### src/rtl/nn_mem_pkg.sv
// Shared definitions for the memory stream reader block.
// Contents:
//   reader_state_e - burst sequencer states (IDLE, READ, DRAIN)
//   SKID_ENTRIES   - depth of the output skid buffer (2 words)
//   burst_len_t    - burst length type, BURST_DEPTH+1 bits (0..2**BURST_DEPTH words)
//   BURST_ONE      - burst_len_t constant 1, used to detect the final read
// BURST_DEPTH must track the DEPTH parameter of mem_stream_reader.
package nn_mem_pkg;

  typedef enum logic [1:0] {
    IDLE  = 2'd0,
    READ  = 2'd1,
    DRAIN = 2'd2
  } reader_state_e;

  localparam int SKID_ENTRIES = 2;
  localparam int BURST_DEPTH  = 8;

  typedef logic [BURST_DEPTH:0] burst_len_t;

  localparam burst_len_t BURST_ONE = {{BURST_DEPTH{1'b0}}, 1'b1};

endpackage

### src/rtl/stream_skid_buffer.sv
// Two-entry skid buffer between the memory read pipeline and the stream port.
// Ports:
//   clk, rst_n          - clock, asynchronous active-low reset
//   in_valid/in_ready   - write side; in_ready is low only when both entries are full
//   in_data             - word written on in_valid & in_ready
//   out_valid/out_ready - stream side; a word leaves on out_valid & out_ready
//   out_data            - head entry, held stable while stalled
// The head entry is the output register; the spare entry catches the word that
// arrives while the head is stalled, so the output never changes under a stall.
module stream_skid_buffer #(
  parameter int BIT_SIZE = 16
) (
  input  logic                clk,
  input  logic                rst_n,
  input  logic                in_valid,
  output logic                in_ready,
  input  logic [BIT_SIZE-1:0] in_data,
  output logic                out_valid,
  input  logic                out_ready,
  output logic [BIT_SIZE-1:0] out_data
);

  logic [BIT_SIZE-1:0] head_r;
  logic [BIT_SIZE-1:0] spare_r;
  logic                head_v_r;
  logic                spare_v_r;
  logic                push_s;
  logic                pop_s;

  assign in_ready  = ~spare_v_r;
  assign push_s    = in_valid & ~spare_v_r;
  assign pop_s     = head_v_r & out_ready;
  assign out_valid = head_v_r;
  assign out_data  = head_r;

  // Entry storage: pop promotes the spare to head, push fills the first free slot.
  always_ff @(posedge clk or negedge rst_n) begin
    if (!rst_n) begin
      head_r    <= {BIT_SIZE{1'b0}};
      spare_r   <= {BIT_SIZE{1'b0}};
      head_v_r  <= 1'b0;
      spare_v_r <= 1'b0;
    end else begin
      if (pop_s) begin
        if (spare_v_r) begin
          // Spare present means in_ready was low, so no push this cycle.
          head_r    <= spare_r;
          spare_v_r <= 1'b0;
        end else if (push_s) begin
          head_r <= in_data;
        end else begin
          head_v_r <= 1'b0;
        end
      end else if (push_s) begin
        if (head_v_r) begin
          spare_r   <= in_data;
          spare_v_r <= 1'b1;
        end else begin
          head_r   <= in_data;
          head_v_r <= 1'b1;
        end
      end
    end
  end

endmodule

### src/rtl/mem_stream_reader.sv
// Burst reader: walks a memory from base_addr for length words and streams
// the read data out over a valid/ready port.
// Optional feature macro: STREAM_STRIDE_EN adds the stride input (address
// increment sampled with start); without it the increment is fixed at 1.
// Ports:
//   clk, rst_n           - clock, asynchronous active-low reset
//   start                - one-cycle burst request, honoured only when idle
//   base_addr, length    - burst first address and word count, sampled on start
//   stride               - address increment (STREAM_STRIDE_EN only)
//   read_addr            - memory read address; mem_data returns one cycle later
//   mem_data             - memory read data
//   out_data/out_valid/out_ready/out_last - output stream
//   busy                 - burst in progress
//   done                 - one-cycle pulse after the burst's final handshake
module mem_stream_reader
  import nn_mem_pkg::*;
#(
  parameter int DEPTH    = 8,
  parameter int BIT_SIZE = 16
) (
  input  logic                clk,
  input  logic                rst_n,
  input  logic                start,
  input  logic [DEPTH-1:0]    base_addr,
`ifdef STREAM_STRIDE_EN
  input  logic [DEPTH-1:0]    stride,
`endif
  input  logic [DEPTH:0]      length,
  output logic [DEPTH-1:0]    read_addr,
  input  logic [BIT_SIZE-1:0] mem_data,
  output logic [BIT_SIZE-1:0] out_data,
  output logic                out_valid,
  input  logic                out_ready,
  output logic                out_last,
  output logic                busy,
  output logic                done
);

  localparam logic [1:0] SKID_LIMIT = 2'(SKID_ENTRIES);

  reader_state_e       state_r;
  reader_state_e       state_nxt_s;
  logic [DEPTH-1:0]    addr_r;
  logic [DEPTH-1:0]    step_s;
  burst_len_t          issue_left_r;
  logic                data_v_r;
  logic                data_last_r;
  logic                busy_r;
  logic                done_r;
  logic                accept_s;
  logic                empty_s;
  logic                issue_s;
  logic                last_issue_s;
  logic                pop_s;
  logic                last_pop_s;
  logic [1:0]          occupancy_s;
  logic [1:0]          remaining_s;
  logic                buf_valid_s;
  logic                buf_ready_s;
  logic [BIT_SIZE:0]   buf_word_s;

`ifdef STREAM_STRIDE_EN
  logic [DEPTH-1:0] stride_r;
  assign step_s = stride_r;
`else
  assign step_s = {{(DEPTH-1){1'b0}}, 1'b1};
`endif

  assign accept_s   = (state_r == IDLE) && start && (length != {(DEPTH+1){1'b0}});
  assign empty_s    = (state_r == IDLE) && start && (length == {(DEPTH+1){1'b0}});
  assign pop_s      = buf_valid_s & out_ready;
  assign last_pop_s = pop_s & buf_word_s[BIT_SIZE];

  // Words in flight (mem_data this cycle) plus words held in the buffer; the
  // buffer is full exactly when it refuses input.
  assign occupancy_s = {1'b0, data_v_r} + {1'b0, buf_valid_s} + {1'b0, ~buf_ready_s};
  // Discount the beat leaving this cycle so a read can be issued every cycle
  // under a continuously ready consumer without ever overrunning two entries.
  assign remaining_s = occupancy_s - {1'b0, pop_s};

  // Read issue decision for the address currently on read_addr.
  always_comb begin
    issue_s      = 1'b0;
    last_issue_s = 1'b0;
    if ((state_r == READ) && (remaining_s < SKID_LIMIT)) begin
      issue_s      = 1'b1;
      last_issue_s = (issue_left_r == BURST_ONE);
    end else begin
      issue_s      = 1'b0;
      last_issue_s = 1'b0;
    end
  end

  // Next-state logic of the burst sequencer.
  always_comb begin
    state_nxt_s = state_r;
    case (state_r)
      IDLE: begin
        if (accept_s) begin
          state_nxt_s = READ;
        end else begin
          state_nxt_s = IDLE;
        end
      end
      READ: begin
        if (last_issue_s) begin
          state_nxt_s = DRAIN;
        end else begin
          state_nxt_s = READ;
        end
      end
      DRAIN: begin
        if (last_pop_s) begin
          state_nxt_s = IDLE;
        end else begin
          state_nxt_s = DRAIN;
        end
      end
      default: state_nxt_s = IDLE;
    endcase
  end

  // Sequencer state register.
  always_ff @(posedge clk or negedge rst_n) begin
    if (!rst_n) begin
      state_r <= IDLE;
    end else begin
      state_r <= state_nxt_s;
    end
  end

  // Address/count datapath, read pipeline tag and status outputs.
  always_ff @(posedge clk or negedge rst_n) begin
    if (!rst_n) begin
      addr_r       <= {DEPTH{1'b0}};
      issue_left_r <= {(BURST_DEPTH+1){1'b0}};
      data_v_r     <= 1'b0;
      data_last_r  <= 1'b0;
      busy_r       <= 1'b0;
      done_r       <= 1'b0;
`ifdef STREAM_STRIDE_EN
      stride_r     <= {DEPTH{1'b0}};
`endif
    end else begin
      done_r      <= empty_s | ((state_r == DRAIN) & last_pop_s);
      busy_r      <= (state_nxt_s != IDLE);
      data_v_r    <= issue_s;
      data_last_r <= last_issue_s;
      if (accept_s) begin
        addr_r       <= base_addr;
        issue_left_r <= length;
`ifdef STREAM_STRIDE_EN
        stride_r     <= stride;
`endif
      end else if (issue_s) begin
        issue_left_r <= issue_left_r - BURST_ONE;
        // The final address stays on read_addr once the burst is fully issued.
        if (!last_issue_s) begin
          addr_r <= addr_r + step_s;
        end
      end
    end
  end

  // Each buffered word carries its end-of-burst flag in the top bit.
  stream_skid_buffer #(
    .BIT_SIZE (BIT_SIZE + 1)
  ) u_skid (
    .clk       (clk),
    .rst_n     (rst_n),
    .in_valid  (data_v_r),
    .in_ready  (buf_ready_s),
    .in_data   ({data_last_r, mem_data}),
    .out_valid (buf_valid_s),
    .out_ready (out_ready),
    .out_data  (buf_word_s)
  );

  assign read_addr = addr_r;
  assign out_valid = buf_valid_s;
  assign out_data  = buf_word_s[BIT_SIZE-1:0];
  assign out_last  = buf_valid_s & buf_word_s[BIT_SIZE];
  assign busy      = busy_r;
  assign done      = done_r;

endmodule

### config.mk
export PLATFORM = sky130hd
export DESIGN_NAME = mem_stream_reader
export DESIGN_NICKNAME = d
export VERILOG_FILES = /design/src/rtl/nn_mem_pkg.sv /design/src/rtl/stream_skid_buffer.sv /design/src/rtl/mem_stream_reader.sv
export SDC_FILE = /design/constraint.sdc
export NUM_CORES = 1
export LEC_CHECK = 0
export ABC_AREA = 1
export CAP_MARGIN = 0
export CORE_UTILIZATION = 54
export CTS_BUF_LIST = sky130_fd_sc_hd__clkbuf_2
export DETAILED_ROUTE_END_ITERATION = 8
export PLACE_DENSITY = 0.92
export SYNTH_ARGS = -nofsm -noshare
export SYNTH_HDL_FRONTEND = slang
export SYNTH_HIERARCHICAL = 1
export SYNTH_SLANG_ARGS = --single-unit
### constraint.sdc
create_clock -name clk -period 2.1 [get_ports clk]
set_input_delay 0.42 -clock clk [delete_from_list [all_inputs] [get_ports clk]]
set_output_delay 0.42 -clock clk [all_outputs]
set_load 0.1 [all_outputs]
After elaboration in Yosys (flattened, before gate mapping). Index checks and enable logic that the tools add are counted.

Register bits: 59. Bits in latches: 0. Bits in writable memories: 0. ROM bits: 0. Input port bits: 37. Output and inout port bits: 28. Word-level logic and storage cells: 72. Memories kept: 0.

$add $sub $neg: 5. Multipliers: 0. Div/mod/pow operators: 0. $lt $le $gt $ge: 1. Eq/ne operators: 7. Shift operators: 0. Muxes and demuxes: 23. Bitwise logic cells: 8. Reduce and logical (&&, ||, !) cells: 17.

Operators by type and width (number): 2-to-1 mux 17 bit (5); 2-to-1 mux 8 bit (3); 2-to-1 mux 9 bit (2); 2-to-1 mux 1 bit (10); nonzero test 2 bit (5); == test 9 x 1 -> 1 bit, second input constant (1); zero test 9 bit (1); AND reduction 3 bit (3); nonzero test 9 bit (1); subtractor 9 x 1 -> 9 bit, second input constant (1); adder 8 x 1 -> 8 bit, second input constant (1); inequality test 2 bit, second input constant (4); one-hot mux 2 bit (3 select lines) (1); bitwise AND 1 bit (5); logical AND 1 bit (4); 2-to-1 mux 2 bit (2); AND reduction 2 bit (2); adder 1 x 1 -> 2 bit (1); adder 2 x 1 -> 2 bit (1); == test 2 x 1 -> 1 bit, second input constant (1); == test 2 bit, second input constant (1); zero test 2 bit (1); less-than comparator 2 bit, second input constant (1); inverter 1 bit (2); other kinds (2) (2).

Depth between registers and ports, before layout.
Depth in word-level cells: 9. Gate-level depth with buffers: 13. Depth with buffers taken out: 13.

Hierarchy. The synthesis kept the hierarchy.

By module, submodules not included: stream_skid_buffer (instances 1, cells an instance 218, area an instance 1779.2 µm², seq. area each 900.9 µm²); mem_stream_reader (instances 1, cells an instance 236, area an instance 1604.0 µm², seq. area each 575.6 µm²).

Least setup slack after synthesis. OpenSTA, ideal clock, no wires.

Path type: register -> register. Start: register u_skid.head_v_r (netlist: u_skid/out_valid). End: register issue_left_r[4]. Setup time: 121 ps. Arrival: 2344 ps. Required time: 1979 ps. Slack: -365 ps. Stages on the path, launching flop included: 13. Path buffers: 1. Clock period less this slack: 2465 ps. Cell sequence: dfrtp_1 > nand2_1 > inv_1 > ha_1 > inv_1 > ha_1 > nand2_1 > nand2_1 > nand2_1 > nand3_2 > buf_6 > o211ai_1 > nand2_1.

Word-level cells in the longest chain between the ends: 7. Elaborated cells between the ends (all ways): 8. Classes of those cells: 3 x add/sub; 1 x order compare; 1 x mux; 1 x bitwise; 2 x reduce/logical.

Ends and longest elaborated chain: start: declaration (RTL line stream_skid_buffer.sv:25) `logic head_v_r;`; start signal: assignment (RTL line stream_skid_buffer.sv:41) `head_v_r <= 1'b0;`; start signal: assignment (RTL line stream_skid_buffer.sv:52) `head_v_r <= 1'b0;`; start signal: assignment (RTL line stream_skid_buffer.sv:60) `head_v_r <= 1'b1;`; adder 1 x 1 -> 2 bit (RTL line mem_stream_reader.sv:76) `assign occupancy_s = {1'b0, data_v_r} + {1'b0, buf_valid_s} + {1'b0, ~buf_ready_s};`; adder 2 x 1 -> 2 bit (RTL line mem_stream_reader.sv:76); subtractor 2 x 1 -> 2 bit * (RTL line mem_stream_reader.sv:79) `assign remaining_s = occupancy_s - {1'b0, pop_s};`; less-than comparator 2 bit * (RTL line mem_stream_reader.sv:85) `if ((state_r == READ) && (remaining_s < SKID_LIMIT)) begin`; logical AND 1 bit * (RTL line mem_stream_reader.sv:85); 2-to-1 mux 1 bit * (RTL line mem_stream_reader.sv:85); nonzero test 2 bit (no line) *; end signal: assignment (RTL line mem_stream_reader.sv:136) `issue_left_r <= {(BURST_DEPTH+1){1'b0}};`; end signal: assignment (RTL line mem_stream_reader.sv:151) `issue_left_r <= length;`; end signal: assignment (RTL line mem_stream_reader.sv:156) `issue_left_r <= issue_left_r - BURST_ONE;`; end: declaration (RTL line mem_stream_reader.sv:45) `burst_len_t issue_left_r;`.

Mark *: on every way between the ends. The rest lies on a longest branch, timed or not. A chain may end at the register's enable or synchronous reset.

Worst setup path in the final report.
Start: register u_skid.head_v_r (netlist: u_skid/out_valid). End: output out_last.

Word-level cells in the longest chain between the ends: 1.

Ends and longest elaborated chain: bitwise AND 1 bit (RTL line mem_stream_reader.sv:182) `assign out_last = buf_valid_s & buf_word_s[BIT_SIZE];`; end: declaration (RTL line mem_stream_reader.sv:34) `output logic out_last,`.

No other way between the ends.

==> results.json <==
{
  "outcome": "finished clean",
  "worst_ep_arrival_time_ns": 1.61,
  "synth_top_family_by_area": "simple AND/OR/NAND/NOR gates",
  "vias": 3345,
  "post-dp-hpwl_um": 5707,
  "worstPathRequired_ns": 1.68,
  "synth_warnings": 6,
  "netlist_instances": 454,
  "synth-seq-cells": 59,
  "fill_cells": 463,
  "critical_path.endpoint_type": "primary output",
  "area_growth_pct": 25.48,
  "dieArea_um2": 6586,
  "dr.pass1.iters": 5,
  "clk_pin_slew_ns": 0.21,
  "cts.sinks": 59,
  "syn_nets": 496,
  "dpl-instance-area_um2": 4073,
  "finalHoldViolCount": 0,
  "syn_area_um2": 3383,
  "synthSimpleGateAreaFrac_pct": 42.34,
  "skew_ns": 0.04065,
  "yosys.area_share.adder_pct": 1.849,
  "worst-setup-path-type": "reg -> out",
  "num_rows": 28,
  "tightest_slew_ns": 0.6001,
  "core_um2": 5991,
  "synth_xor_area_share_pct": 0.7766,
  "ant_nets": 0,
  "grt_max_degree": 60,
  "setup_viol": 0,
  "rr_worst_depth": 11,
  "final_cell_mix": "nand2_1 (189), dfrtp_1 (58), nand3_1 (54)",
  "final_nets": 572,
  "drv_cap": 0,
  "grt_pass1_vias": 3197,
  "start_util_pct": 56.47,
  "grt_usage_pct": 26.94,
  "critPathLaunchType": "register",
  "antenna_cells": 0,
  "synth.distinct_cells": 30,
  "port_buffers": 64,
  "maxSlewViolCount": 0,
  "die_y_um": 81.16,
  "rsz0062_at_grt": "true",
  "vias_per_cell": 5.484,
  "grt_pass1_wl_um": 13610,
  "ctsHtreeMaxLevel": 3,
  "drt_iter0_drc": 284,
  "wirelength_um": 8132,
  "critPathMaxFanout": 24,
  "drc_errors": 0,
  "fmax_mhz": 491.5,
  "root_buffer": "clkbuf_2",
  "post-route-cell-area_um2": 4245,
  "cts_setup_buffers": 0,
  "gp_congestion": 0.9049,
  "fp.dieW_um": 81.16,
  "fin_crit_sh_pct": 96.88,
  "synth_compound_area_share_pct": 2.848,
  "layout-drive-gt1-share_pct": 18.32,
  "synthMuxAreaShare_pct": 0,
  "wl_per_cell_um": 13.33,
  "layout_commonest_cell": "nand2_1",
  "grt-ovfl-total": 0,
  "synth_area_per_cell_um2": 7.452,
  "hold_path_class": "in -> async",
  "antenna_found_initial": 0,
  "ys_seq_area_share_pct": 43.64,
  "cts_tree": "yes",
  "clock_latency_ns": 0.48,
  "relSlewSlack_pct": 59.95,
  "cts_max_path_buffers": 2,
  "period_needed_ns": 2.034,
  "cts_buffers": 9,
  "ios": 65
}
## area by class of cell
class                   count  area, um^2  area share (%)
clock inverters             7       77.57           1.827
multi-input cells         341        1655           38.99
flip-flops and latches     59        1480           34.87
repair buffers             81       745.7           17.57
inverters                  38       147.6           3.478
clock buffers               9       45.04           1.061
well taps                  75       93.84           2.210
## worst max-delay path, stage by stage (launching register included)
cell,delay (ns)
dfrtp_4,0.44
buf_4,0.30
nand2_1,0.10
inv_1,0.15
buf_12,0.19
## cell usage after synthesis
cell,n,area [um^2]
a21oi_4,1,16.27
nand2_4,2,22.52
nand4_1,19,118.9
xnor2_1,1,8.760
or2_2,1,6.260
o21bai_4,1,18.77
inv_1,32,120.1
nand3_1,54,270.3
buf_4,6,45.04
inv_2,5,18.77
ha_1,5,62.56
nand2_2,13,81.33
o32ai_1,1,8.760
buf_2,4,20.02
xor2_1,2,17.52
nor2_4,1,11.26
nor2_1,27,101.4
nand2_1,191,716.9
nand3_4,1,17.52
o21ai_0,3,15.01
nand3b_1,5,37.54
o211ai_1,2,15.01
nand3_2,2,20.02
buf_6,7,78.83
o21bai_1,2,15.01
a22oi_1,1,7.510
dfrtp_1,59,1476
nor2_2,3,18.77
inv_4,1,6.260
nor3_1,2,10.01
## routing by layer
layer  global-route usage (%)  part of all wire, %  up-vias
met2                    46.05                   50      164
li1                         -                    -     1597
met1                    31.96                   41     1561
met5                        0                    0        -
met4                    13.75                  2.3        0
met3                    5.506                  6.7       23
## final timing paths
kind	startpoint	to	slack (ns)
setup / recovery	u_skid/out_valid$_DFFE_PN0P_	out_last	0.07
hold / removal	rst_n	u_skid/spare_r[6]$_DFFE_PN0P_	0.44
setup reg to reg	u_skid/out_valid$_DFFE_PN0P_	issue_left_r[1]$_DFFE_PN0P_	0.08
hold reg to reg	u_skid/spare_r[14]$_DFFE_PN0P_	u_skid/spare_r[14]$_DFFE_PN0P_	0.50
max in group asynchronous	rst_n	u_skid/out_valid$_DFFE_PN0P_	1.36
min in group clk	u_skid/spare_r[14]$_DFFE_PN0P_	u_skid/spare_r[14]$_DFFE_PN0P_	0.50
## logic make-up after synthesis
family,after synthesis
and+or+nand+nor,321
DFF,59
buffers and inverters,55
AOI/OAI and AO/OA,11
adders and majority gates,5
xor gates and xnor gates,3
## stage by stage
stage	setup WS (ns)	setup TNS [ns]	cells	util, %	hold WS (ns)
final	0.06554	0	610	70.86	0.4443
after global routing	-0.04817	-0.3577	610	70.86	0.4124
after CTS	0.04520	0	609	70.41	0.4352
after detailed placement	-0.4746	-14.29	592	67.98	0.4507
after global placement	-0.3643	-10.37	592	67.98	0.4471
after floorplan	-0.005522	-0.008489	454	-	0.1244
## flip-flops by register name, indices dropped and copies added (netlist names)
signal and flops:
u_skid/out_data 17, u_skid/spare_v_r 1, busy 1, u_skid/out_valid 1, issue_left_r 9, read_addr 8
u_skid/spare_r 17, data_v_r 1, data_last_r 1, state_r 2, done 1
## what timing repair did
item,CTS,global route
pin swaps,0,1
gates cloned,0,1
endpoints found under the hold margin,59,0
setup endpoints to repair,5,17
resized for setup,3,5
hold buffers,1,0
Power is not shown: default switching activity piles up to over one toggle a cycle in this logic, so the estimate is an artifact.
